$ cat src/rtl/key_debounce8_pkg.sv
// Shared constants for the 8-key debouncer that feeds the 8-3 priority encoder.
// Key lines are active-low, so the idle (nothing pressed) vector is all ones.
package key_debounce8_pkg;

  localparam int DEF_TICK_DIV     = 1000;
  localparam int DEF_STABLE_TICKS = 4;
  localparam int NUM_KEYS         = 8;

  localparam logic [NUM_KEYS-1:0] KEYS_IDLE = 8'hFF;

  // Counter width for a modulo-n counter; a divide-by-1 still needs one bit.
  function automatic int cntWidth(input int modulus);
    return (modulus <= 1) ? 1 : $clog2(modulus);
  endfunction

endpackage

$ cat src/rtl/key_debounce_cell.sv
// One key: 2-flop synchronizer, tick-qualified stability counter and
// registered press/release pulses that trail the debounced level by a cycle.
module key_debounce_cell
  import key_debounce8_pkg::*;
#(
  parameter int   STABLE_TICKS = DEF_STABLE_TICKS,
  parameter logic IDLE_LEVEL   = 1'b1
) (
  input  logic iClk,
  input  logic iRst,
  input  logic iKey,
  input  logic iTick,
  output logic oKey,
  output logic oPress,
  output logic oRelease
);

  localparam int CNT_W = $clog2(STABLE_TICKS + 1);

  logic             syncMetaReg;
  logic             syncKeyReg;
  logic [CNT_W-1:0] stableCntReg;
  logic [CNT_W-1:0] stableCntNext;
  logic             keyDlyReg;

  assign stableCntNext = stableCntReg + CNT_W'(1);

  always_ff @(posedge iClk) begin
    if (iRst) begin
      syncMetaReg  <= IDLE_LEVEL;
      syncKeyReg   <= IDLE_LEVEL;
      stableCntReg <= '0;
      oKey         <= IDLE_LEVEL;
      keyDlyReg    <= IDLE_LEVEL;
      oPress       <= 1'b0;
      oRelease     <= 1'b0;
    end else begin
      syncMetaReg <= iKey;
      syncKeyReg  <= syncMetaReg;

      // Any tick that agrees with the accepted level restarts the count,
      // so a bounce must persist STABLE_TICKS ticks in a row to be taken.
      if (iTick) begin
        if (syncKeyReg != oKey) begin
          if (stableCntNext == CNT_W'(STABLE_TICKS)) begin
            oKey         <= syncKeyReg;
            stableCntReg <= '0;
          end else begin
            stableCntReg <= stableCntNext;
          end
        end else begin
          stableCntReg <= '0;
        end
      end

      // keyDlyReg resets to idle alongside oKey, so reset never fakes an edge.
      keyDlyReg <= oKey;
      oPress    <= keyDlyReg & ~oKey;
      oRelease  <= ~keyDlyReg & oKey;
    end
  end

endmodule

$ cat src/rtl/key_debounce8.sv
// Eight independent key debouncers sharing one sample-tick divider, plus the
// registered active-low strobe for the downstream priority encoder.
module key_debounce8
  import key_debounce8_pkg::*;
#(
  parameter int TICK_DIV     = DEF_TICK_DIV,
  parameter int STABLE_TICKS = DEF_STABLE_TICKS
) (
  input  logic                iClk,
  input  logic                iRst,
  input  logic [NUM_KEYS-1:0] iKeys,
  input  logic                iEn,
  output logic [NUM_KEYS-1:0] oKeys,
  output logic                oEI,
  output logic [NUM_KEYS-1:0] oPress,
  output logic [NUM_KEYS-1:0] oRelease
);

  localparam int TICK_W = cntWidth(TICK_DIV);

  logic [TICK_W-1:0] tickCntReg;
  logic              tick;

  assign tick = (tickCntReg == TICK_W'(TICK_DIV - 1));

  always_ff @(posedge iClk) begin
    if (iRst) begin
      tickCntReg <= '0;
    end else if (tick) begin
      tickCntReg <= '0;
    end else begin
      tickCntReg <= tickCntReg + TICK_W'(1);
    end
  end

  // The enable only gates the encoder; debouncing keeps running underneath.
  always_ff @(posedge iClk) begin
    if (iRst) begin
      oEI <= 1'b1;
    end else begin
      oEI <= ~iEn;
    end
  end

  generate
    for (genvar gi = 0; gi < NUM_KEYS; gi++) begin : genKey
      key_debounce_cell #(
        .STABLE_TICKS (STABLE_TICKS),
        .IDLE_LEVEL   (KEYS_IDLE[gi])
      ) uCell (
        .iClk     (iClk),
        .iRst     (iRst),
        .iKey     (iKeys[gi]),
        .iTick    (tick),
        .oKey     (oKeys[gi]),
        .oPress   (oPress[gi]),
        .oRelease (oRelease[gi])
      );
    end
  endgenerate

endmodule

$ cat config.mk
export PLATFORM = sky130hd
export DESIGN_NAME = key_debounce8
export DESIGN_NICKNAME = d
export VERILOG_FILES = /design/src/rtl/key_debounce8_pkg.sv /design/src/rtl/key_debounce_cell.sv /design/src/rtl/key_debounce8.sv
export SDC_FILE = /design/constraint.sdc
export NUM_CORES = 1
export LEC_CHECK = 0
export CAP_MARGIN = 15
export CORE_AREA = 2 2 70 99
export DETAILED_ROUTE_END_ITERATION = 7
export DIE_AREA = 0 0 72 101
export GPL_ROUTABILITY_DRIVEN = 0
export PLACE_DENSITY = 0.81
export SYNTH_ARGS = -nofsm -noshare
export SYNTH_HDL_FRONTEND = slang
export SYNTH_SLANG_ARGS = --single-unit
export TNS_END_PERCENT = 20
$ cat constraint.sdc
create_clock -name iClk -period 1.8 [get_ports iClk]
set_input_delay 0.27 -clock iClk [delete_from_list [all_inputs] [get_ports iClk]]
set_output_delay 0.27 -clock iClk [all_outputs]
set_load 0.01 [all_outputs]
# Word level (Yosys, flattened, before mapping)

Cells that the tools add are included.

Bits in registers: 83
Input port bits: 11

Add/sub/neg operators: 9
Equality and inequality tests: 17
Mux-type cells: 16
Bitwise logic cells: 33
Reduce and logical (&&, ||, !) cells: 9

Operators by type and width:

| kind                                                            | number |
|---|---|
| 3-bit 2-to-1 mux                                                | 16 |
| 3-bit by 1-bit adder with 3-bit output, second input constant   | 8 |
| 3-bit == test, second input constant                            | 8 |
| 3-bit AND reduction                                             | 8 |
| 1-bit inverter                                                  | 17 |
| 1-bit AND                                                       | 16 |
| 10-bit by 1-bit adder with 10-bit output, second input constant | 1 |
| 10-bit == test, second input constant                           | 1 |
| 1-bit inequality test                                           | 8 |
| 2-bit OR reduction                                              | 1 |

# Depth between registers and ports, before layout

Depth after elaboration: 4
Depth in mapped cells: 7
Gate-level depth less buffers: 5

# Hierarchy

A second synthesis with hierarchy kept.

Cells, all modules: 346
Area total of the unflattened synthesis: 3419.5 µm²

Modules (own cells, without submodules):

| module            | instances | cells an instance | area each (µm²) |
|---|---|---|---|
| key_debounce_cell | 8         | 36                | 362.8 |
| key_debounce8     | 1         | 58                | 516.7 |

# Worst setup path before layout

No wires, ideal clock.

Path kind: register -> register
From: register tickCntReg[0]
To: register genKey[4].uCell.oKey
Setup time: 125 ps
Arrival time: 1449 ps
Data required time: 1675 ps
Setup slack: 226 ps
Stages on the path, launching flop included: 6
Clock period less this slack: 1574 ps
Cells stage by stage: dfxtp_1 > ha_1 > and4b_4 > nand3_4 > buf_2 > o41a_1

Longest elaborated chain between the ends: 2

RTL lines:

| what                                 | line                    | text |
|---|---|---|
| from (decl)                          | key_debounce8.sv:21     | `logic [TICK_W-1:0] tickCntReg;` |
| from (signal assigned)               | key_debounce8.sv:32     | `tickCntReg <= tickCntReg + TICK_W'(1);` |
| 10-bit == test                       | key_debounce8.sv:24     | `assign tick = (tickCntReg == TICK_W'(TICK_DIV - 1));` |
| 3-bit AND reduction (no source line) | -                       |  |
| to (signal assigned)                 | key_debounce_cell.sv:46 | `oKey <= syncKeyReg;` |
| to (decl)                            | key_debounce_cell.sv:13 | `output logic oKey,` |

No other way between the ends.
A chain may end at the register's enable or synchronous reset.

# Final worst setup path

From: register tickCntReg[0]
To: register genKey[4].uCell.stableCntReg[1]

Longest elaborated chain between the ends: 1

RTL lines:

| what                 | line                    | text |
|---|---|---|
| 10-bit == test       | key_debounce8.sv:24     |  |
| to (signal assigned) | key_debounce_cell.sv:49 | `stableCntReg <= stableCntNext;` |
| to (decl)            | key_debounce_cell.sv:22 | `logic [CNT_W-1:0] stableCntReg;` |

No other way between the ends.

==> results list <==
* Clock latency at the later pin of the worst-skew pair: approximately 360 ps
- Worst-Margin Slew: 411 ps
* Final-report max-slew violation count: 0
- Leaving out fill and tap cells, the most frequent cell in the layout is sky130_fd_sc_hd__dfxtp_1.
- Summed over all layers, the routed wires come to 5620 µm.
* Net count reported at finish: 401
- I/O Buffers: 35
- Share of final-layout standard cells stronger than drive strength 1: 0.114
- Slew HR: 0.724
- Among all flip-flop cells after synthesis, the most frequent one is sky130_fd_sc_hd__dfxtp_1.
- Once layout is complete, the utilization of the core stands at 0.604.
- Largest fanout on the critical path: 28
- Reg2reg end: genKey[4].uCell.stableCntReg[1]
- Remaining antenna violation count after routing: 0
- The worst hold path was traced through 3 stages.
- From bottom edge to top edge, the die measures 101 µm.
* CTS buffer count: 9
- 0 antenna diodes ended up in the layout.
- Global-route wire length before repair: 9180 µm
* Number of nets produced by synthesis: 389
- Setup tns final: 0 ps
* Clock tree from TritonCTS: built
- Count of warnings emitted by yosys: 0
- The floorplan has 35 rows.
- A synthesized cell averages 9.67 µm².
- The initial antenna violation count came to 0.
- DRC errors left: 0
- After detailed routing, the average wire length per cell comes to 12.4 µm.
- Largest net degree at the start of global routing: 74
- After routing the design area is 3890 µm².
- For this run, the register share of the synthesized area comes to 0.476.
* Clock group share of total power: 0.388
- Layout-stage area growth over the synthesis result: 11.3%
- Of all cell types, the one taking the most synthesized area is sky130_fd_sc_hd__dfxtp_1.
* Peak ir drop on the vdd network: about 0.00056 V
* Count of TritonRoute iterations in the first routing pass: 5
- Core Footprint: ~6400 µm²
- Setup repair after global routing left no endpoint under its margin.
- The synthesized netlist occupies a cell area of 3490 µm².
- H-tree depth reported by CTS: 3
- Timing-limited maximum frequency: 593 MHz
* Post-synth EDFFs: 0
* Synth top area cells: sky130_fd_sc_hd__dfxtp_1, sky130_fd_sc_hd__ha_1, sky130_fd_sc_hd__buf_4
* Most used cells in the layout excluding fill and tap cells: sky130_fd_sc_hd__dfxtp_1, sky130_fd_sc_hd__clkdlybuf4s50_1, sky130_fd_sc_hd__nor2_1
- Counting distinct cell types in the post-synthesis netlist gives 34.
- Smallest hold slack: 376 ps
* Root buffer selected by CTS: sky130_fd_sc_hd__clkbuf_8
- During I/O placement, the number of pins put on the boundary was 36.
* Post-CTS Setup Bufs: 0
- Cell internal power was estimated by the tool at 2.49 mW.
* CP Class: reg -> reg
- In the global route stage, overall resource usage came out at 0.160.
- Crit start category: flip-flop
- For the worst setup path, the data required time is a little over 2000 ps.
- In this run the deepest clock path goes through 2 buffers.
- Reg clk slew, reported paths: 80 ps
- The share of total power dissipated in sequential elements is 0.581.
- Detailed placement finished with a half-perimeter wire length of 3610 µm.
* Data arrival, critical path: between 1500 and 2000 ps
- Fraction of post-synthesis cell area in the top cell type by area: 0.476
- Switching portion of total power: 0.228
- Worst-case reg-to-reg path depth: 5
- Setup slack on the critical path of the routed design comes to ~110 ps.
- In this run, the number of DRC markers left after iteration 0 of detailed routing was 101.
* Reg-to-reg startpoint: tickCntReg[0]
* Run status: finished clean
- The worst register-to-register path has a setup slack of 110 ps.
* Hold Crit Start: iRst
- Setup slack after placement: just over 60 ps
- Final critical-path share of the clock period: 0.937
- Static power due to leakage: between 1 and 1.5 nW
* Number of vias in the routed layout: 2,417
- Placed inst area: 3690 µm²
- Routed via count divided by cell count: 5.35
- After synthesis the netlist holds a flip-flop and latch count of between 80 and 90.
- For this design the ratio of total power to cell area is ~830 nW/µm².
- Die Area: between 7000 and 8000 µm²
* Starting density of the core: 0.542
- The number of global-route vias before repair came to about 2,300.
- The path with the worst hold slack has its endpoint at tickCntReg[2].
- Number of sinks driven by the clock tree: 83
- The tool flagged a number of max-cap violations equal to 0.
- The worst hold path belongs to the class in -> reg.
- Horiz. Die Dim: ~70 µm
* Count of endpoints failing hold in the final timing report: 0
- For this design the total switching power over the nets is 735 µW.
- Number of endpoints failing setup at the final stage: 0
* Fraction of power consumed by combinational cells: 0.032
- Proportion of register bits with asynchronous set or reset after synthesis: 0
- Clock skew on the completed layout was measured at approximately 11 ps.
- The worst setup path is captured at a flip-flop.
* Shortest clock period the worst path allows after layout: roughly 1700 ps
* Number of instances in the synthesized netlist: 361
- The total overflow left after global routing is 0.
[cells by family (layout without fill, tap and decap cells)]
group                      after synthesis  after routing  synth area share
adders and majority gates               17             17            0.0609
and+or+nand+nor                        135            136             0.209
DFF                                     83             83             0.476
AOI/OAI and AO/OA                       48             48            0.0871
xor gates and xnor gates                21             21            0.0527
buffers and inverters                   49             65            0.0914
muxes                                    8              8            0.0229
[Yosys cell counts (2+ instances only)]
| cell | number |
|---|---|
| sky130_fd_sc_hd__nand3_1 | 13 |
| sky130_fd_sc_hd__o41a_1 | 8 |
| sky130_fd_sc_hd__nand2_1 | 27 |
| sky130_fd_sc_hd__o21ai_0 | 17 |
| sky130_fd_sc_hd__a21oi_1 | 19 |
| sky130_fd_sc_hd__nor2_1 | 28 |
| sky130_fd_sc_hd__inv_1 | 11 |
| sky130_fd_sc_hd__xor2_1 | 9 |
| sky130_fd_sc_hd__and2_1 | 8 |
| sky130_fd_sc_hd__nor3_1 | 13 |
| sky130_fd_sc_hd__nor4b_1 | 8 |
| sky130_fd_sc_hd__buf_12 | 2 |
| sky130_fd_sc_hd__dfxtp_1 | 83 |
| sky130_fd_sc_hd__or2_2 | 16 |
| sky130_fd_sc_hd__buf_4 | 24 |
| sky130_fd_sc_hd__mux2i_1 | 8 |
| sky130_fd_sc_hd__clkbuf_1 | 9 |
| sky130_fd_sc_hd__nor2b_1 | 8 |
| sky130_fd_sc_hd__nor3b_1 | 8 |
| sky130_fd_sc_hd__xnor2_1 | 12 |
| sky130_fd_sc_hd__ha_1 | 17 |
[stage by stage]
stage	power [mW]	cells
CTS	3.27	451
detailed placement	2.02	435
floorplan	1.98	361
global placement	2.02	435
finish	3.23	452
global route	3.33	452
[critical path: stages, from the launching register on]
cell and delay (ps):
sky130_fd_sc_hd__dfxtp_2 360, sky130_fd_sc_hd__ha_1 170, sky130_fd_sc_hd__and4b_4 300, sky130_fd_sc_hd__and3_4 440, sky130_fd_sc_hd__mux2i_1 240, sky130_fd_sc_hd__nor2_1 50
[power groups by stage]
stage / Sequential (mW) / Clock, mW / Combinational (mW)
detailed placement: 1.92 / 0 / 0.102
floorplan: 1.92 / 0 / 0.0593
CTS: 1.87 / 1.29 / 0.103
global placement: 1.92 / 0 / 0.0999
global route: 1.88 / 1.34 / 0.112
finish: 1.87 / 1.25 / 0.102
[flip-flops by register name (all words and copies together), names as in the netlist]
signal,flops
genKey.uCell.oPress,8
genKey.uCell.syncMetaReg,8
oEI,1
genKey.uCell.oRelease,8
genKey.uCell.oKey,8
genKey.uCell.syncKeyReg,8
genKey.uCell.keyDlyReg,8
tickCntReg,10
genKey.uCell.stableCntReg,24
[what timing repair did]
item / 4_1_cts / 5_1_grt
endpoints found under the setup margin: 0 / 9
hold buffers: 0 / 0
hold endpoints to repair: 0 / 0
resized for setup: 0 / 2
[cell type report]
cell class	count	area [µm²]
Fill cell	548	2550
Sequential cell	83	1660
Multi-Input combinational cell	230	1520
Timing Repair Buffer	38	380
Clock buffer	11	151
Tap cell	74	92.6
Inverter	11	41.3
Clock inverter	5	36.3
[worst max path at each step]
stage               depth (start not counted)           from  slack (ps)                         endpoint
floorplan                                   5  tickCntReg[0]         230             genKey[4].uCell.oKey
global placement                            4  tickCntReg[0]         110             genKey[6].uCell.oKey
detailed placement                          4  tickCntReg[0]          60             genKey[6].uCell.oKey
CTS                                         4  tickCntReg[0]          60             genKey[4].uCell.oKey
global route                                5  tickCntReg[0]           5  genKey[1].uCell.stableCntReg[1]
finish                                      5  tickCntReg[0]         110  genKey[4].uCell.stableCntReg[1]
[per-layer routing]
| metal | vias to the layer above | part of all wire | global-route usage | wire length [µm] |
|---|---|---|---|---|
| met5 | - | 0 | 0 | 0 |
| met4 | 0 | 0.025 | 0.0871 | 138 |
| met3 | 10 | 0.033 | 0.0450 | 187 |
| met2 | 37 | 0.52 | 0.289 | 2940 |
| met1 | 1148 | 0.42 | 0.163 | 2350 |
| li1 | 1222 | - | - | - |
No activity file was read; power rests on OpenSTA's default activity.
